[config.mk]
export PLATFORM = sky130hd
export DESIGN_NAME = uart_tx_param_flat
export DESIGN_NICKNAME = d
export VERILOG_FILES = /design/src/rtl/uart_pkg.sv /design/src/rtl/uart_tx_param_if.sv /design/src/rtl/uart_sync_fifo.sv /design/src/rtl/uart_tx_param.sv /design/src/flat_wrapper.sv
export SDC_FILE = /design/constraint.sdc
export NUM_CORES = 1
export LEC_CHECK = 0
export BUFFER_PORTS_ARGS = -buffer_cell sky130_fd_sc_hd__buf_2
export CAP_MARGIN = 40
export CORE_MARGIN = 10
export CORE_UTILIZATION = 60
export DETAILED_ROUTE_END_ITERATION = 7
export GPL_TIMING_DRIVEN = 0
export PLACE_DENSITY = 0.83
export SYNTH_ARGS = -nofsm -noshare
export SYNTH_HDL_FRONTEND = slang
export SYNTH_SLANG_ARGS = --single-unit
[constraint.sdc]
create_clock -name clk -period 8.96 [get_ports clk]
set_clock_uncertainty 0.05 [all_clocks]
set_input_delay 0 -clock clk [delete_from_list [all_inputs] [get_ports clk]]
set_output_delay 0 -clock clk [all_outputs]
set_load 0.1 [all_outputs]
[src/rtl/uart_pkg.sv]
// Shared definitions for the parameterised UART transmitter:
// FSM state encoding, line-format encodings and legal parameter limits.
package uart_pkg;

    typedef enum logic [2:0] {
        ST_IDLE,
        ST_START,
        ST_DATA,
        ST_PARITY,
        ST_STOP,
        ST_BREAK
    } uart_state_e;

    // parity_mode encodings; anything else means no parity bit
    localparam logic [2:0] PAR_NONE  = 3'b000;
    localparam logic [2:0] PAR_ODD   = 3'b001;
    localparam logic [2:0] PAR_EVEN  = 3'b010;
    localparam logic [2:0] PAR_MARK  = 3'b011;
    localparam logic [2:0] PAR_SPACE = 3'b100;

    // stop_cfg encodings; 2'b11 behaves as two stop bits
    localparam logic [1:0] STOP_1   = 2'b00;
    localparam logic [1:0] STOP_1P5 = 2'b01;
    localparam logic [1:0] STOP_2   = 2'b10;

    // legal parameter ranges
    localparam int DATA_W_MIN     = 5;
    localparam int DATA_W_LIM     = 9;
    localparam int OVS_MIN        = 8;
    localparam int OVS_MAX        = 32;
    localparam int FIFO_DEPTH_MIN = 2;
    localparam int FIFO_DEPTH_MAX = 64;

endpackage

[src/rtl/uart_tx_param_if.sv]
// Bundle of the transmitter's host-side, configuration and line signals.
// master = the host/bench side, slave = the transmitter.
interface uart_tx_param_if #(
    parameter int DATA_W_MAX = 9,
    parameter int FIFO_DEPTH = 8
);
    import uart_pkg::*;

    logic                          tick;
    logic                          wr_en;
    logic [DATA_W_MAX-1:0]         wr_data;
    logic                          fifo_full;
    logic                          fifo_empty;
    logic [$clog2(FIFO_DEPTH):0]   fifo_level;
    logic [3:0]                    data_bits;
    logic [1:0]                    stop_cfg;
    logic [2:0]                    parity_mode;
    logic                          cts_n;
    logic                          send_break;
    logic                          tx;
    logic                          tx_busy;
    logic                          tx_done;

    modport master (
        output tick, wr_en, wr_data, data_bits, stop_cfg, parity_mode, cts_n, send_break,
        input  fifo_full, fifo_empty, fifo_level, tx, tx_busy, tx_done
    );

    modport slave (
        input  tick, wr_en, wr_data, data_bits, stop_cfg, parity_mode, cts_n, send_break,
        output fifo_full, fifo_empty, fifo_level, tx, tx_busy, tx_done
    );

endinterface

[src/rtl/uart_sync_fifo.sv]
// Single-clock show-ahead FIFO holding characters waiting to be sent.
// A push while full is dropped regardless of a simultaneous pop.
module uart_sync_fifo #(
    parameter int WIDTH = 9,
    parameter int DEPTH = 8
) (
    input  logic                     clk,
    input  logic                     rst_n,
    input  logic                     wr_en_i,
    input  logic [WIDTH-1:0]         wr_data_i,
    input  logic                     rd_en_i,
    output logic [WIDTH-1:0]         rd_data_o,
    output logic                     full_o,
    output logic                     empty_o,
    output logic [$clog2(DEPTH):0]   level_o
);
    localparam int AW = $clog2(DEPTH);
    localparam logic [AW:0] FULL_LVL = (AW+1)'(DEPTH);

    logic [WIDTH-1:0] mem_q [DEPTH];
    logic [AW-1:0]    wptr_q, rptr_q;
    logic [AW:0]      level_q;
    logic             push, pop;

    assign full_o    = (level_q == FULL_LVL);
    assign empty_o   = (level_q == '0);
    assign level_o   = level_q;
    assign push      = wr_en_i && !full_o;
    assign pop       = rd_en_i && !empty_o;
    assign rd_data_o = mem_q[rptr_q];

    // storage array, written on accepted pushes only
    always_ff @(posedge clk) begin
        if (push) begin
            mem_q[wptr_q] <= wr_data_i;
        end
    end

    // pointers and occupancy count
    always_ff @(posedge clk) begin
        if (!rst_n) begin
            wptr_q  <= '0;
            rptr_q  <= '0;
            level_q <= '0;
        end else begin
            if (push) wptr_q <= wptr_q + 1'b1;
            if (pop)  rptr_q <= rptr_q + 1'b1;
            case ({push, pop})
                2'b10:   level_q <= level_q + 1'b1;
                2'b01:   level_q <= level_q - 1'b1;
                default: level_q <= level_q;
            endcase
        end
    end

endmodule

[src/rtl/uart_tx_param.sv]
// Parameterised UART transmitter: FIFO-fed framing FSM with programmable
// length, parity and stop bits, CTS flow control and break generation.
module uart_tx_param
    import uart_pkg::*;
#(
    parameter int DATA_W_MAX = 9,
    parameter int OVS        = 16,
    parameter int FIFO_DEPTH = 8
) (
    input  logic           clk,
    input  logic           rst_n,
    uart_tx_param_if.slave bus
);
    localparam int BRK_TICKS = (DATA_W_MAX + 3) * OVS;
    localparam int CNT_W     = $clog2(BRK_TICKS);
    localparam logic [CNT_W-1:0] BIT_END = CNT_W'(OVS - 1);
    localparam logic [CNT_W-1:0] BRK_END = CNT_W'(BRK_TICKS - 1);

    // Clamp the requested character length into the supported range.
    function automatic logic [3:0] sat_bits(input logic [3:0] req);
        logic [3:0] r;
        if (req < 4'(DATA_W_MIN))      r = 4'(DATA_W_MIN);
        else if (req > 4'(DATA_W_MAX)) r = 4'(DATA_W_MAX);
        else                           r = req;
        return r;
    endfunction

    // Parity over the first n data bits only.
    function automatic logic parity_of(input logic [DATA_W_MAX-1:0] d,
                                       input logic [3:0] n,
                                       input logic [2:0] mode);
        logic x, p;
        x = 1'b0;
        for (int i = 0; i < DATA_W_MAX; i++) begin
            if (i < int'(n)) x = x ^ d[i];
        end
        case (mode)
            PAR_ODD:  p = ~x;
            PAR_EVEN: p = x;
            PAR_MARK: p = 1'b1;
            default:  p = 1'b0;
        endcase
        return p;
    endfunction

    // Last tick-count value of the stop period.
    function automatic logic [CNT_W-1:0] stop_end(input logic [1:0] cfg);
        logic [CNT_W-1:0] e;
        case (cfg)
            STOP_1:   e = CNT_W'(OVS - 1);
            STOP_1P5: e = CNT_W'(3 * OVS / 2 - 1);
            default:  e = CNT_W'(2 * OVS - 1);
        endcase
        return e;
    endfunction

    uart_state_e           state_q, state_d;
    logic [CNT_W-1:0]      cnt_q, cnt_d;
    logic [3:0]            bit_q, bit_d;
    logic [3:0]            nbits_q, nbits_d;
    logic [DATA_W_MAX-1:0] shift_q, shift_d;
    logic [1:0]            stop_q, stop_d;
    logic                  has_par_q, has_par_d;
    logic                  par_bit_q, par_bit_d;
    logic                  tx_q, tx_d;
    logic                  done_q, done_d;
    logic                  pop, launch, bit_end;
    logic [DATA_W_MAX-1:0] head;
    logic [3:0]            cfg_bits;
    logic                  fifo_empty;

    uart_sync_fifo #(
        .WIDTH (DATA_W_MAX),
        .DEPTH (FIFO_DEPTH)
    ) u_fifo (
        .clk       (clk),
        .rst_n     (rst_n),
        .wr_en_i   (bus.wr_en),
        .wr_data_i (bus.wr_data),
        .rd_en_i   (pop),
        .rd_data_o (head),
        .full_o    (bus.fifo_full),
        .empty_o   (fifo_empty),
        .level_o   (bus.fifo_level)
    );

    assign bus.fifo_empty = fifo_empty;
    assign bus.tx         = tx_q;
    assign bus.tx_busy    = (state_q != ST_IDLE);
    assign bus.tx_done    = done_q;
    assign cfg_bits       = sat_bits(bus.data_bits);

    // Next-state logic; every move happens on a tick. The launch decision is
    // shared by IDLE and the end of STOP so frames can run back to back.
    always_comb begin
        state_d   = state_q;
        cnt_d     = cnt_q;
        bit_d     = bit_q;
        nbits_d   = nbits_q;
        shift_d   = shift_q;
        stop_d    = stop_q;
        has_par_d = has_par_q;
        par_bit_d = par_bit_q;
        tx_d      = tx_q;
        done_d    = 1'b0;
        pop       = 1'b0;
        launch    = 1'b0;
        bit_end   = (cnt_q == BIT_END);
        if (bus.tick) begin
            case (state_q)
                ST_IDLE: launch = 1'b1;
                ST_START: begin
                    if (bit_end) begin
                        state_d = ST_DATA;
                        cnt_d   = '0;
                        bit_d   = '0;
                        tx_d    = shift_q[0];
                    end else cnt_d = cnt_q + 1'b1;
                end
                ST_DATA: begin
                    if (bit_end) begin
                        cnt_d = '0;
                        if (bit_q == nbits_q - 4'd1) begin
                            state_d = has_par_q ? ST_PARITY : ST_STOP;
                            tx_d    = has_par_q ? par_bit_q : 1'b1;
                        end else begin
                            bit_d   = bit_q + 4'd1;
                            shift_d = shift_q >> 1;
                            tx_d    = shift_q[1];
                        end
                    end else cnt_d = cnt_q + 1'b1;
                end
                ST_PARITY: begin
                    if (bit_end) begin
                        state_d = ST_STOP;
                        cnt_d   = '0;
                        tx_d    = 1'b1;
                    end else cnt_d = cnt_q + 1'b1;
                end
                ST_STOP: begin
                    if (cnt_q == stop_end(stop_q)) begin
                        launch = 1'b1;
                        done_d = 1'b1;
                    end else cnt_d = cnt_q + 1'b1;
                end
                ST_BREAK: begin
                    // counter saturates once the minimum break length is met
                    if (cnt_q == BRK_END) begin
                        if (!bus.send_break) begin
                            state_d = ST_STOP;
                            stop_d  = STOP_1;
                            cnt_d   = '0;
                            tx_d    = 1'b1;
                        end
                    end else cnt_d = cnt_q + 1'b1;
                end
                default: begin
                    state_d = ST_IDLE;
                    cnt_d   = '0;
                    tx_d    = 1'b1;
                end
            endcase
            if (launch) begin
                cnt_d = '0;
                if (bus.send_break) begin
                    state_d = ST_BREAK;
                    tx_d    = 1'b0;
                end else if (!fifo_empty && !bus.cts_n) begin
                    state_d   = ST_START;
                    tx_d      = 1'b0;
                    pop       = 1'b1;
                    shift_d   = head;
                    nbits_d   = cfg_bits;
                    stop_d    = bus.stop_cfg;
                    has_par_d = (bus.parity_mode >= PAR_ODD) && (bus.parity_mode <= PAR_SPACE);
                    par_bit_d = parity_of(head, cfg_bits, bus.parity_mode);
                end else begin
                    state_d = ST_IDLE;
                    tx_d    = 1'b1;
                end
            end
        end
    end

    // Control state: FSM, counters and the registered line outputs.
    always_ff @(posedge clk) begin
        if (!rst_n) begin
            state_q <= ST_IDLE;
            cnt_q   <= '0;
            bit_q   <= '0;
            tx_q    <= 1'b1;
            done_q  <= 1'b0;
        end else begin
            state_q <= state_d;
            cnt_q   <= cnt_d;
            bit_q   <= bit_d;
            tx_q    <= tx_d;
            done_q  <= done_d;
        end
    end

    // Per-frame character and format, latched when a frame launches.
    always_ff @(posedge clk) begin
        shift_q   <= shift_d;
        nbits_q   <= nbits_d;
        stop_q    <= stop_d;
        has_par_q <= has_par_d;
        par_bit_q <= par_bit_d;
    end

endmodule

[src/flat_wrapper.sv]
// flat-port wrapper written by rule: the top's interface ports become plain ports
module uart_tx_param_flat import uart_pkg::*;
#(
    parameter int DATA_W_MAX = 9,
    parameter int OVS        = 16,
    parameter int FIFO_DEPTH = 8
)
  (clk, rst_n, bus_tick, bus_wr_en, bus_wr_data, bus_data_bits, bus_stop_cfg, bus_parity_mode, bus_cts_n, bus_send_break, bus_fifo_full, bus_fifo_empty, bus_fifo_level, bus_tx, bus_tx_busy, bus_tx_done);
  uart_tx_param_if #(.DATA_W_MAX(DATA_W_MAX), .FIFO_DEPTH(FIFO_DEPTH)) bus_i ();
  input  logic clk;
  input  logic rst_n;
  input wire logic [$bits(bus_i.tick)-1:0] bus_tick;
  input wire logic [$bits(bus_i.wr_en)-1:0] bus_wr_en;
  input wire logic [$bits(bus_i.wr_data)-1:0] bus_wr_data;
  input wire logic [$bits(bus_i.data_bits)-1:0] bus_data_bits;
  input wire logic [$bits(bus_i.stop_cfg)-1:0] bus_stop_cfg;
  input wire logic [$bits(bus_i.parity_mode)-1:0] bus_parity_mode;
  input wire logic [$bits(bus_i.cts_n)-1:0] bus_cts_n;
  input wire logic [$bits(bus_i.send_break)-1:0] bus_send_break;
  output wire logic [$bits(bus_i.fifo_full)-1:0] bus_fifo_full;
  output wire logic [$bits(bus_i.fifo_empty)-1:0] bus_fifo_empty;
  output wire logic [$bits(bus_i.fifo_level)-1:0] bus_fifo_level;
  output wire logic [$bits(bus_i.tx)-1:0] bus_tx;
  output wire logic [$bits(bus_i.tx_busy)-1:0] bus_tx_busy;
  output wire logic [$bits(bus_i.tx_done)-1:0] bus_tx_done;
  assign bus_i.tick = bus_tick;
  assign bus_i.wr_en = bus_wr_en;
  assign bus_i.wr_data = bus_wr_data;
  assign bus_i.data_bits = bus_data_bits;
  assign bus_i.stop_cfg = bus_stop_cfg;
  assign bus_i.parity_mode = bus_parity_mode;
  assign bus_i.cts_n = bus_cts_n;
  assign bus_i.send_break = bus_send_break;
  assign bus_fifo_full = bus_i.fifo_full;
  assign bus_fifo_empty = bus_i.fifo_empty;
  assign bus_fifo_level = bus_i.fifo_level;
  assign bus_tx = bus_i.tx;
  assign bus_tx_busy = bus_i.tx_busy;
  assign bus_tx_done = bus_i.tx_done;
  uart_tx_param #(.DATA_W_MAX(DATA_W_MAX), .OVS(OVS), .FIFO_DEPTH(FIFO_DEPTH)) u_core (.clk(clk), .rst_n(rst_n), .bus(bus_i));
endmodule
Word level (Yosys, flattened, before mapping)
Memories as Yosys holds them, arrays and structs flattened. A register that Yosys moved wholly into a read port is not among the register bits.
Cells that the tools add are included.
- memory bits (writable): 72
- bits in registers: 44
- bits of input ports: 24
- latch bits: 0
- memories kept: 1
- output and inout bits: 9
- ROM bits: 0
- memories (name ; words ; bits a word ; read ports ; clocked after Yosys merged registers in ; wr ports ; line ; text):
    u_core.u_fifo.mem_q ; 8 ; 9 ; 1 ; 1 ; 1 ; uart_sync_fifo.sv:20 ; logic [WIDTH-1:0] mem_q [DEPTH];
- reductions and logical operators: 21
- div/mod/pow operators: 0
- mux-type cells: 107
- $mul: 0
- shift operators: 0
- order comparisons: 13
- bitwise gates (word level): 10
- equality and inequality tests: 29
- add/subtract/negate cells: 7
- operators with widths (kind ; count):
    $mux W1 ; 64
    $mux W8 ; 7
    $mux W9 ; 6
    $mux W3 ; 11
    $pmux W8 S4 ; 1
    $mux W4 ; 5
    $lt A3 B4 Y1 const A ; 4
    $pmux W4 S2 ; 2
    $ne A3 B1 Y1 const B ; 5
    $pmux W3 S5 ; 1
    $eq A3 B2 Y1 const B ; 4
    $mux W2 ; 6
    $pmux W5 S2 ; 1
    $add A4 B1 Y4 const B ; 2
    $add A8 B1 Y8 const B ; 1
    $eq A8 B4 Y1 const B ; 1
    $eq A8 B8 Y1 ; 1
    $eq A8 B8 Y1 const B ; 1
    $lt A1 B4 Y1 const A ; 2
    $lt A2 B4 Y1 const A ; 2
    $ne A2 B1 Y1 const B ; 4
    $reduce_and A4 Y1 ; 2
    $reduce_and A8 Y1 ; 1
    $sub A4 B1 Y4 const B ; 2
    other kinds (33) ; 51

Depth between registers and ports, before layout
Gate-level depths: netlist (run 1).
- word-level depth: 60
- depth in mapped cells: 14
- depth with buffers taken out: 14

Hierarchy
Synthesis (run 1) repeated with hierarchy kept, for this count alone.
- cell total of the unflattened synthesis: 397
- area total of the unflattened synthesis: 5442.7 sq um
- modules (own cells, without submodules) (module ; area an instance (sq um) ; cells an instance ; instances):
    uart_sync_fifo ; 3400.8 ; 178 ; 1
    uart_tx_param ; 2042.0 ; 219 ; 1

Worst setup path before layout (run 1)
Ideal clock, no wire load.
- kind: reg2reg
- start point: register u_core.u_fifo.level_q[0] (netlist: u_core.u_fifo.level_o[0])
- end point: register u_core.u_fifo.level_q[3] (netlist: u_core.u_fifo.level_o[3])
- arrival: 5.760 ns
- slack: 3.077 ns
- buffers on the path: 0
- period minus slack after synthesis: 5.883 ns
- stages on the path, launching flop included: 13
- required time: 8.838 ns
- library setup time: 0.072 ns
- cell sequence: dfxtp_1 > nor4_1 > or3_1 > a2111oi_2 > nand2_1 > inv_1 > ha_1 > ha_1 > a21o_1 > a21oi_1 > xnor2_1 > or3_1 > a21oi_1
- longest elaborated chain between the ends: 10
- elaborated cells on any way between the ends: 17
- those cells by class: add/sub: 2; eq/ne: 3; mux: 5; reduce/logical: 7
- ends and longest elaborated chain (element ; line ; text):
    from (decl) ; uart_sync_fifo.sv:22 ; logic [AW:0] level_q;
    from (signal assigned) ; uart_sync_fifo.sv:49 ; 2'b10: level_q <= level_q + 1'b1;
    from (signal assigned) ; uart_sync_fifo.sv:50 ; 2'b01: level_q <= level_q - 1'b1;
    from (signal assigned) ; uart_sync_fifo.sv:51 ; default: level_q <= level_q;
    $logic_not A4 Y1 (*) ; uart_sync_fifo.sv:26 ; assign empty_o = (level_q == '0);
    named net bus_fifo_empty ; flat_wrapper.sv:21 ; output wire logic [$bits(bus_i.fifo_empty)-1:0] bus_fifo_empty;
    $logic_not A1 Y1 (*) ; uart_sync_fifo.sv:29, uart_tx_param.sv:168 ;
    $logic_and A1 B1 Y1 ; uart_tx_param.sv:168 ; end else if (!fifo_empty && !bus.cts_n) begin
    $mux W1 ; uart_tx_param.sv:168 ;
    $mux W1 ; uart_tx_param.sv:165 ; if (bus.send_break) begin
    $mux W1 ; uart_tx_param.sv:163 ; if (launch) begin
    $mux W1 ; uart_tx_param.sv:109 ; if (bus.tick) begin
    $logic_and A1 B1 Y1 (*) ; uart_sync_fifo.sv:29 ; assign pop = rd_en_i && !empty_o;
    named net u_core.u_fifo.pop ; uart_sync_fifo.sv:23 ; logic push, pop;
    $eq A2 B1 Y1 or $eq A2 B2 Y1 (tied branches) ; uart_sync_fifo.sv:48 ; case ({push, pop})
    $pmux W4 S2 or $reduce_bool A2 Y1 (tied branches) ; -- ;
The timed path passes the listed nets; every way through them passes the cells marked *.
A chain may end at the register's enable or synchronous reset.

Worst setup path in the final report (run 1)
- start point: register u_core.stop_q[1]
- end point: register u_core.u_fifo.level_q[3] (netlist: u_core.u_fifo.level_o[3])
- longest elaborated chain between the ends: 13
- elaborated cells on any way between the ends: 16
- those cells by class: eq/ne: 4; mux: 9; reduce/logical: 3
- ends and longest elaborated chain (element ; line ; text):
    from (decl) ; uart_tx_param.sv:62 ; logic [1:0] stop_q, stop_d;
    from (signal assigned) ; uart_tx_param.sv:206 ; stop_q <= stop_d;
    $eq A2 B1 Y1 or $logic_not A2 Y1 (tied branches) ; uart_tx_param.sv:49 ; case (cfg)
    $pmux W5 S2 (*) ; uart_tx_param.sv:49 ;
    $mux W8 (*) ; uart_tx_param.sv:110 ; case (state_q)
    $mux W8 (*) ; uart_tx_param.sv:109 ;
    $eq A8 B8 Y1 (*) ; uart_tx_param.sv:141 ; if (cnt_q == stop_end(stop_q)) begin
    $mux W1 (*) ; uart_tx_param.sv:141 ;
    $pmux W1 S2 (*) ; uart_tx_param.sv:110 ;
    $mux W1 (*) ; uart_tx_param.sv:109 ;
    $mux W1 (*) ; uart_tx_param.sv:163 ;
    $mux W1 (*) ; uart_tx_param.sv:109 ;
    $logic_and A1 B1 Y1 (*) ; uart_sync_fifo.sv:29 ;
    named net u_core.u_fifo.pop ; uart_sync_fifo.sv:23 ;
    $eq A2 B1 Y1 or $eq A2 B2 Y1 (tied branches) ; uart_sync_fifo.sv:48 ;
    $pmux W4 S2 or $reduce_bool A2 Y1 (tied branches) ; -- ;
The timed path passes the listed nets; every way through them passes the cells marked *. The select of a mux whose other input is x is not followed.

==> results of run 1 <==
==> power by group <==
part | internal [W] | switching, W | leakage (nW)
registers | 0.000616 | 0.0000160 | 1.06
clock network | 0.000345 | 0.000267 | 0.258
logic | 0.0000748 | 0.000136 | 1.13
==> final timing paths <==
path,endpoint,cells after the start
worst max-delay path,u_core.u_fifo.level_o[3],13
worst min-delay path,u_core.u_fifo.level_o[0],3
worst max register to register,u_core.u_fifo.level_o[3],13
worst min register to register,u_core.u_fifo.wptr_q[0],2
==> per-stage QoR <==
stage / total power (W) / hold WS (ps)
6_report: 0.00145 / 224
3_5_place_dp: 0.000839 / 219
5_1_grt: 0.00150 / 245
2_1_floorplan: 0.000791 / 48.9
3_3_place_gp: 0.000831 / 206
4_1_cts: 0.00146 / 212
==> metal layers <==
metal  track usage  part of all wire  vias to the layer above
li1              -                 -                     1676
met1         0.206              0.39                     1745
met3        0.0535             0.060                       21
met2         0.322              0.52                      126
met4        0.0869             0.022                        0
met5             0                 0                        -
==> cells by family after synthesis <==
family,Yosys count
XOR/XNOR,27
adder cells (fa/ha/maj),9
multiplexers,45
buffers and inverters,30
AO/OA/AOI/OAI,48
AND/OR/NAND/NOR,122
flip-flops,119
==> Yosys cell counts, types with 3 or more instances <==
master / instances / area, sq um
sky130_fd_sc_hd__mux2i_1: 26 / 260
sky130_fd_sc_hd__clkbuf_1: 7 / 26.3
sky130_fd_sc_hd__inv_1: 17 / 63.8
sky130_fd_sc_hd__ha_1: 8 / 100
sky130_fd_sc_hd__or3_1: 5 / 31.3
sky130_fd_sc_hd__nand3_1: 8 / 40.0
sky130_fd_sc_hd__and2_1: 3 / 18.8
sky130_fd_sc_hd__a21oi_1: 15 / 75.1
sky130_fd_sc_hd__nor3_1: 12 / 60.1
sky130_fd_sc_hd__xnor2_1: 15 / 131
sky130_fd_sc_hd__xor2_1: 11 / 96.3
sky130_fd_sc_hd__a21o_1: 3 / 22.5
sky130_fd_sc_hd__o21ai_0: 11 / 55.1
sky130_fd_sc_hd__nand2_1: 29 / 109
sky130_fd_sc_hd__nor2_1: 37 / 139
sky130_fd_sc_hd__or2_2: 3 / 18.8
sky130_fd_sc_hd__nand2b_1: 9 / 56.3
sky130_fd_sc_hd__dfxtp_1: 30 / 601
sky130_fd_sc_hd__nor2b_1: 4 / 25.0
sky130_fd_sc_hd__edfxtp_1: 89 / 2670
sky130_fd_sc_hd__nand4_1: 3 / 18.8
sky130_fd_sc_hd__nor4_1: 3 / 18.8
sky130_fd_sc_hd__mux4_2: 14 / 315
sky130_fd_sc_hd__mux4_1: 4 / 105
==> timing repair <==
item	CTS	global route
setup endpoints to repair	0	0
endpoints found under the hold margin	112	0
hold buffers	29	0
resized for setup	0	0
==> critical path, stage by stage (launching register included) <==
cell and delay [ps]:
sky130_fd_sc_hd__edfxtp_1 430, sky130_fd_sc_hd__or3_1 320, sky130_fd_sc_hd__a21boi_0 160, sky130_fd_sc_hd__o21ai_1 170, sky130_fd_sc_hd__a2111oi_2 640, sky130_fd_sc_hd__nand2_1 260, sky130_fd_sc_hd__inv_1 110, sky130_fd_sc_hd__ha_1 200
sky130_fd_sc_hd__ha_1 260, sky130_fd_sc_hd__a21o_1 180, sky130_fd_sc_hd__a21oi_1 190, sky130_fd_sc_hd__xnor2_1 90, sky130_fd_sc_hd__or3_1 300, sky130_fd_sc_hd__a21oi_1 140
==> sequential cells by signal, indices dropped and copies added (netlist names), named ones only <==
| name | cells |
|---|---|
| u_core.shift_q | 9 |
| u_core.has_par_q | 1 |
| u_core.par_bit_q | 1 |
| u_core.nbits_q | 4 |
| u_core.bus.tx | 1 |
| u_core.u_fifo.mem_q | 72 |
| u_core.u_fifo.wptr_q | 3 |
| u_core.cnt_q | 8 |
| u_core.bit_q | 4 |
| u_core.u_fifo.level_o | 4 |
| u_core.bus.tx_done | 1 |
| u_core.state_q | 3 |
| u_core.u_fifo.rptr_q | 3 |
| u_core.stop_q | 2 |
==> cells in the final DEF, fill, tap and decap left out, types with 4 or more instances in the layout <==
| master | count |
|---|---|
| sky130_fd_sc_hd__mux2i_1 | 26 |
| sky130_fd_sc_hd__mux4_2 | 14 |
| sky130_fd_sc_hd__dfxtp_1 | 30 |
| sky130_fd_sc_hd__xnor2_1 | 15 |
| sky130_fd_sc_hd__inv_6 | 5 |
| sky130_fd_sc_hd__mux4_1 | 4 |
| sky130_fd_sc_hd__clkbuf_16 | 16 |
| sky130_fd_sc_hd__buf_2 | 32 |
| sky130_fd_sc_hd__xor2_1 | 11 |
| sky130_fd_sc_hd__or3_1 | 5 |
| sky130_fd_sc_hd__edfxtp_1 | 89 |
| sky130_fd_sc_hd__nor3_1 | 10 |
| sky130_fd_sc_hd__nand2b_1 | 9 |
| sky130_fd_sc_hd__clkbuf_1 | 7 |
| sky130_fd_sc_hd__nand3_1 | 8 |
| sky130_fd_sc_hd__nand2_1 | 29 |
| sky130_fd_sc_hd__nor2b_1 | 4 |
| sky130_fd_sc_hd__a21oi_1 | 15 |
| sky130_fd_sc_hd__ha_1 | 8 |
| sky130_fd_sc_hd__o21ai_0 | 11 |
| sky130_fd_sc_hd__buf_4 | 8 |
| sky130_fd_sc_hd__dlygate4sd3_1 | 29 |
| sky130_fd_sc_hd__nor2_1 | 37 |
| sky130_fd_sc_hd__inv_1 | 17 |
==> cell type report <==
cell class / count / area share
Buffer: 12 / 0.00993
Clock buffer: 17 / 0.0632
Clock inverter: 15 / 0.0181
Inverter: 18 / 0.0103
Multi-Input combinational cell: 251 / 0.303
Sequential cell: 119 / 0.499
Tap cell: 108 / 0.0206
Timing Repair Buffer: 67 / 0.0760
==> flow_results.xml, run 1 <==
<?xml version="1.0" encoding="UTF-8"?>
<metrics>
  <group name="sta">
    <metric name="finalHoldViolations" unit="">0</metric>
    <metric name="totalNegativeSetupSlack" unit="ps">0</metric>
    <metric name="max_freq" unit="GHz">0.280</metric>
    <metric name="final_min_period_over_clock_period" unit="">0.399</metric>
    <metric name="max_slew_margin" unit="">0.409</metric>
    <metric name="finalSetupViolations" unit="">0</metric>
    <metric name="slew_violations" unit="">0</metric>
    <metric name="max_slew.worst_pin.slew" unit="ps">882</metric>
    <metric name="post-route-worst-setup-slack" unit="ps">5380</metric>
    <metric name="rsz0062_at_grt" unit="">no</metric>
    <metric name="post_layout_minimum_cycle_time" unit="ps">3580</metric>
  </group>
  <group name="clock_tree">
    <metric name="clock_insertion_delay_at_the_later_pin_of_the_skew_report" unit="ps">530</metric>
    <metric name="clock_tree.root_cell" unit="">sky130_fd_sc_hd__clkbuf_8</metric>
    <metric name="tritoncts_clock_tree" unit="">yes</metric>
    <metric name="clock_tree.htree_level_count" unit="">4</metric>
    <metric name="cts.clk_slew.worst_paths" unit="ps">60</metric>
    <metric name="cts-buffers-inserted" unit="">17</metric>
    <metric name="post_cts_buffers" unit="">0</metric>
    <metric name="cts_buffer_depth" unit="">2</metric>
    <metric name="numClockSinks" unit="">119</metric>
  </group>
  <group name="synthesis">
    <metric name="synth_async_sr_flop_share" unit="">0</metric>
    <metric name="ys.warnings.count" unit="">0</metric>
    <metric name="synthSimpleGateAreaFrac" unit="">0.109</metric>
    <metric name="synth_edf_count" unit="">89</metric>
    <metric name="synth-seq-cells" unit="">119</metric>
    <metric name="synthAdderAreaFrac" unit="">0.0223</metric>
    <metric name="synth.mux.area_fraction" unit="">0.131</metric>
    <metric name="syn-cell-area" unit="sq mm">0.00538</metric>
    <metric name="synthesis.nets" unit="">433</metric>
    <metric name="seq_area_frac_synth" unit="">0.609</metric>
    <metric name="synth_cell_type_count" unit="">52</metric>
    <metric name="avgSynthCellArea" unit="sq um">13.4</metric>
    <metric name="synthFlopType" unit="">sky130_fd_sc_hd__edfxtp_1</metric>
    <metric name="complex_gate_fraction_of_the_synthesized_area" unit="">0.0579</metric>
    <metric name="synth-xor-area-share" unit="">0.0465</metric>
    <metric name="synth_cells" unit="">400</metric>
    <metric name="main_combinational_cell_family_by_area_after_synthesis" unit="">multiplexers</metric>
  </group>
  <group name="pwr">
    <metric name="irDropWorstVdd" unit="mV">0.247</metric>
    <metric name="power_per_cell_area" unit="mW/mm^2">222</metric>
    <metric name="cellLeakagePower" unit="nW">2.44</metric>
  </group>
  <group name="setup_path">
    <metric name="cp_data_arrival_time" unit="ps">3970</metric>
    <metric name="critical_path_peak_fanout" unit="">5</metric>
    <metric name="reg2reg_setup_slack" unit="ps">5380</metric>
    <metric name="critical_path_rt" unit="ps">9350</metric>
    <metric name="cp-end-kind" unit="">flop</metric>
    <metric name="critPathKind" unit="">reg2reg</metric>
    <metric name="critical_path.startpoint" unit="">u_core.stop_q[1]</metric>
    <metric name="critPathLaunchType" unit="">flop</metric>
    <metric name="rr_startpoint" unit="">u_core.stop_q[1]</metric>
  </group>
  <group name="global_route">
    <metric name="vias_in_the_first_global_route" unit="">3645</metric>
    <metric name="number_of_antenna_violations_at_the_first_check_in_global_routing" unit="">0</metric>
    <metric name="total_global_route_track_usage" unit="">0.186</metric>
    <metric name="grt_max_degree" unit="">19</metric>
    <metric name="grt_overflow" unit="">0</metric>
    <metric name="grt_pass1_wl" unit="um">18500</metric>
  </group>
  <group name="routing">
    <metric name="drt_first_pass_iters" unit="">5</metric>
    <metric name="via_per_inst" unit="">5.88</metric>
    <metric name="number_of_design_rule_violations_left_by_the_first_detailed_router_iteration" unit="">315</metric>
    <metric name="postRouteAntennaNets" unit="">0</metric>
    <metric name="drt-wirelength-per-cell" unit="um">19.3</metric>
    <metric name="num_vias" unit="">3568</metric>
    <metric name="routed_wl" unit="um">11700</metric>
    <metric name="number_of_design_rule_violations_left_after_detail_routing" unit="">0</metric>
  </group>
  <group name="finish">
    <metric name="seqCellArea" unit="sq mm">0.00327</metric>
    <metric name="finalCoreUtilization" unit="">0.752</metric>
    <metric name="area_of_the_multi_input_gates" unit="sq mm">0.00198</metric>
    <metric name="n_fill_cell" unit="">541</metric>
    <metric name="layout-drive-gt1-share" unit="">0.190</metric>
    <metric name="n_antenna_cell" unit="">0</metric>
    <metric name="postLayoutCellArea" unit="sq mm">0.00656</metric>
    <metric name="finalNonFillerCells" unit="">607</metric>
    <metric name="nets" unit="">519</metric>
    <metric name="area.growth.synth_to_final" unit="%">21.9</metric>
  </group>
  <group name="floorplanning">
    <metric name="floorplan.die.width" unit="um">115</metric>
    <metric name="boundaryPins" unit="">33</metric>
    <metric name="floorplan.die.height" unit="um">115</metric>
    <metric name="std_cell_rows" unit="">34</metric>
    <metric name="initial_core_util" unit="">0.617</metric>
    <metric name="fp.coreArea" unit="sq mm">0.00872</metric>
    <metric name="die-area" unit="sq mm">0.0132</metric>
  </group>
  <group name="flow_run">
    <metric name="timing.max_cap.violations" unit="">0</metric>
  </group>
  <group name="placement">
    <metric name="pre_cts_slack" unit="ps">5460</metric>
    <metric name="dpl.cell_count" unit="">546</metric>
    <metric name="place.gp.congestion" unit="">0.830</metric>
    <metric name="buffer_ports.inserted" unit="">31</metric>
    <metric name="place_area" unit="sq mm">0.00573</metric>
    <metric name="dp_hpwl" unit="um">7240</metric>
  </group>
  <group name="run_status">
    <metric name="outcome" unit="">complete, no violations</metric>
  </group>
  <group name="min_path">
    <metric name="min_from" unit="">rst_n</metric>
    <metric name="min_path_type" unit="">in2reg</metric>
  </group>
</metrics>
No activity file was read; power rests on OpenSTA's default activity.
==> run 2, diff against run 1 <==
- CORE_UTILIZATION: 60 -> 54
- PLACE_DENSITY: 0.83 -> 0.79
- clock period: 8.96 -> 3.1 ns (I/O delays scaled with it)
==> flow_results.xml, run 2 (same netlist as run 1, synthesis figures left out) <==
<?xml version="1.0" encoding="UTF-8"?>
<metrics>
  <group name="floorplanning">
    <metric name="floorplan.die.width" unit="um">120</metric>
    <metric name="die-area" unit="sq mm">0.0144</metric>
    <metric name="std_cell_rows" unit="">36</metric>
    <metric name="initial_core_util" unit="">0.553</metric>
    <metric name="floorplan.die.height" unit="um">120</metric>
    <metric name="boundaryPins" unit="">33</metric>
    <metric name="fp.coreArea" unit="sq mm">0.00973</metric>
  </group>
  <group name="min_path">
    <metric name="min_path_type" unit="">in2reg</metric>
    <metric name="hold_depth" unit="">2</metric>
    <metric name="timing.hold.worst_endpoint" unit="">u_core.u_fifo.mem_q[7][8]</metric>
    <metric name="min_from" unit="">bus_wr_data[8]</metric>
  </group>
  <group name="finish">
    <metric name="area_of_the_multi_input_gates" unit="sq mm">0.00206</metric>
    <metric name="leading_cell_type_in_the_layout_fill_and_taps_excluded" unit="">sky130_fd_sc_hd__edfxtp_1</metric>
    <metric name="nets" unit="">521</metric>
    <metric name="top_regs" unit="">u_core.u_fifo.mem_q (72), u_core.shift_q (9), u_core.cnt_q (8)</metric>
    <metric name="layout-drive-gt1-share" unit="">0.234</metric>
    <metric name="largest_register_ff_count" unit="">72</metric>
    <metric name="seqCellArea" unit="sq mm">0.00329</metric>
    <metric name="n_antenna_cell" unit="">0</metric>
    <metric name="area.growth.synth_to_final" unit="%">25.3</metric>
    <metric name="finalNonFillerCells" unit="">634</metric>
    <metric name="most_flops_register" unit="">u_core.u_fifo.mem_q</metric>
    <metric name="n_fill_cell" unit="">657</metric>
    <metric name="layout.cells.most_common_list" unit="">sky130_fd_sc_hd__edfxtp_1 (89), sky130_fd_sc_hd__nor2_1 (37), sky130_fd_sc_hd__buf_2 (32)</metric>
  </group>
  <group name="routing">
    <metric name="postRouteAntennaNets" unit="">0</metric>
    <metric name="drt-wirelength-per-cell" unit="um">17.7</metric>
    <metric name="drt_first_pass_iters" unit="">4</metric>
    <metric name="number_of_design_rule_violations_left_after_detail_routing" unit="">0</metric>
    <metric name="number_of_design_rule_violations_left_by_the_first_detailed_router_iteration" unit="">331</metric>
    <metric name="via_per_inst" unit="">5.51</metric>
    <metric name="num_vias" unit="">3493</metric>
    <metric name="routed_wl" unit="um">11200</metric>
  </group>
  <group name="setup_path">
    <metric name="critPathLaunchType" unit="">flop</metric>
    <metric name="reg2reg_setup_slack" unit="ps">60</metric>
    <metric name="cp_data_arrival_time" unit="ps">3430</metric>
    <metric name="ff2ff_path_depth" unit="">13</metric>
    <metric name="critPathKind" unit="">reg2reg</metric>
    <metric name="reg2reg_to" unit="">u_core.u_fifo.level_o[3]</metric>
    <metric name="critical_path_rt" unit="ps">3490</metric>
    <metric name="rr_startpoint" unit="">u_core.stop_q[0]</metric>
    <metric name="critical_path_peak_fanout" unit="">4</metric>
    <metric name="cp-end-kind" unit="">flop</metric>
  </group>
  <group name="clock_tree">
    <metric name="numClockSinks" unit="">119</metric>
    <metric name="clock_tree.htree_level_count" unit="">4</metric>
    <metric name="clock_tree.root_cell" unit="">sky130_fd_sc_hd__clkbuf_8</metric>
    <metric name="tritoncts_clock_tree" unit="">yes</metric>
    <metric name="clock_insertion_delay_at_the_later_pin_of_the_skew_report" unit="ps">520</metric>
    <metric name="cts.clk_slew.worst_paths" unit="ps">60</metric>
    <metric name="cts_buffer_depth" unit="">2</metric>
    <metric name="cts-buffers-inserted" unit="">17</metric>
  </group>
  <group name="pwr">
    <metric name="irDropWorstVdd" unit="mV">0.559</metric>
    <metric name="power_per_cell_area" unit="mW/mm^2">647</metric>
    <metric name="cellLeakagePower" unit="nW">2.49</metric>
  </group>
  <group name="run_status">
    <metric name="outcome" unit="">complete, no violations</metric>
  </group>
  <group name="sta">
    <metric name="slew_violations" unit="">0</metric>
    <metric name="rsz0062_at_grt" unit="">yes</metric>
    <metric name="final_min_period_over_clock_period" unit="">0.980</metric>
    <metric name="max_slew_margin" unit="">0.557</metric>
    <metric name="holdWs" unit="ps">232</metric>
    <metric name="max_slew.worst_pin.slew" unit="ps">664</metric>
    <metric name="finalSetupViolations" unit="">0</metric>
    <metric name="max_freq" unit="GHz">0.329</metric>
    <metric name="post_layout_minimum_cycle_time" unit="ps">3040</metric>
    <metric name="finalHoldViolations" unit="">0</metric>
  </group>
  <group name="placement">
    <metric name="dpl.cell_count" unit="">572</metric>
    <metric name="buffer_ports.inserted" unit="">31</metric>
    <metric name="place.gp.congestion" unit="">0.907</metric>
    <metric name="dp_hpwl" unit="um">7390</metric>
  </group>
  <group name="global_route">
    <metric name="grt_max_degree" unit="">19</metric>
    <metric name="grt_overflow" unit="">0</metric>
    <metric name="grt_pass1_wl" unit="um">18000</metric>
    <metric name="number_of_antenna_violations_at_the_first_check_in_global_routing" unit="">0</metric>
    <metric name="vias_in_the_first_global_route" unit="">3557</metric>
    <metric name="total_global_route_track_usage" unit="">0.160</metric>
  </group>
  <group name="flow_run">
    <metric name="timing.max_cap.violations" unit="">0</metric>
  </group>
</metrics>
run 2: changes by cell type in the layout (fill, tap and decap cells not counted), moves of 2 or more:
cell,delta
sky130_fd_sc_hd__dlygate4sd3_1,-4
sky130_fd_sc_hd__ha_1,-3
sky130_fd_sc_hd__buf_4,+7
sky130_fd_sc_hd__clkinv_2,-3
sky130_fd_sc_hd__dfxtp_1,-5
sky130_fd_sc_hd__bufinv_16,+2
sky130_fd_sc_hd__dfxtp_4,+3
sky130_fd_sc_hd__ha_4,+2
sky130_fd_sc_hd__dfxtp_2,+2
run 2: worst max path at each step:
| stage | from | endpoint | slack, ps | cells past startpoint |
|---|---|---|---|---|
| 3_3_place_gp | u_core.stop_q[0] | u_core.u_fifo.level_o[3] | -150 | 13 |
| 6_report | u_core.stop_q[0] | u_core.u_fifo.level_o[3] | 60 | 13 |
| 4_1_cts | u_core.stop_q[0] | u_core.u_fifo.level_o[3] | 50 | 13 |
| 5_1_grt | u_core.stop_q[1] | u_core.u_fifo.level_o[3] | -110 | 13 |
| 3_5_place_dp | u_core.stop_q[0] | u_core.u_fifo.level_o[3] | -220 | 13 |
| 2_1_floorplan | u_core.u_fifo.level_o[3] | u_core.u_fifo.level_o[3] | -360 | 12 |
run 2: repair_timing:
| action | CTS | global route |
|---|---|---|
| setup buffers | 3 | 3 |
| hold endpoints to repair | 111 | 0 |
| hold buffers | 25 | 0 |
| setup endpoints to repair | 2 | 2 |
| resized for setup | 2 | 4 |
| pin swaps | 1 | 2 |
run 2: cell type report:
| type | instances | share of cell area |
|---|---|---|
| Sequential cell | 119 | 0.488 |
| Clock buffer | 18 | 0.0620 |
| Tap cell | 133 | 0.0247 |
| Timing Repair Buffer | 70 | 0.0757 |
| Inverter | 18 | 0.0100 |
| Buffer | 11 | 0.00910 |
| Multi-Input combinational cell | 251 | 0.306 |
| Clock inverter | 14 | 0.0247 |
run 2: critical path, cell delays in order (launching register included):
cell and delay, ps:
sky130_fd_sc_hd__edfxtp_1 390, sky130_fd_sc_hd__or3_1 370, sky130_fd_sc_hd__a21boi_2 140, sky130_fd_sc_hd__o21ai_2 110
sky130_fd_sc_hd__a2111oi_4 470, sky130_fd_sc_hd__nand2_2 110, sky130_fd_sc_hd__inv_2 90, sky130_fd_sc_hd__ha_4 140
sky130_fd_sc_hd__ha_4 190, sky130_fd_sc_hd__a21o_1 180, sky130_fd_sc_hd__a21oi_2 140, sky130_fd_sc_hd__xnor2_1 100
sky130_fd_sc_hd__or3_1 370, sky130_fd_sc_hd__a21oi_1 120
run 2: stage by stage:
stage / util / TNS (ps) / cell area [sq um] / setup slack (ps) / total power (W)
after CTS: 0.689 / 0 / 6710 / 48.9 / 0.00438
after floorplan: - / -403 / 5460 / -363 / 0.00230
after detailed placement: 0.601 / -223 / 5850 / -223 / 0.00244
after global routing: 0.693 / -111 / 6740 / -111 / 0.00451
final: 0.693 / 0 / 6740 / 60.5 / 0.00436
after global placement: 0.594 / -145 / 5780 / -145 / 0.00242
run 2: power breakdown:
group	leakage [nW]	internal [W]	total, W	switching (W)
registers	1.06	0.00178	0.00183	0.0000478
clock network	0.277	0.00117	0.00191	0.000746
logic	1.15	0.000223	0.000622	0.000398
run 2: per-layer routing:
layer	vias up	wire length, um	global-route usage	part of all wire
met2	89	5950	0.279	0.53
met3	18	481	0.0502	0.043
met1	1704	4610	0.180	0.41
met5	-	0	0	0
li1	1682	-	-	-
met4	0	184	0.0626	0.016
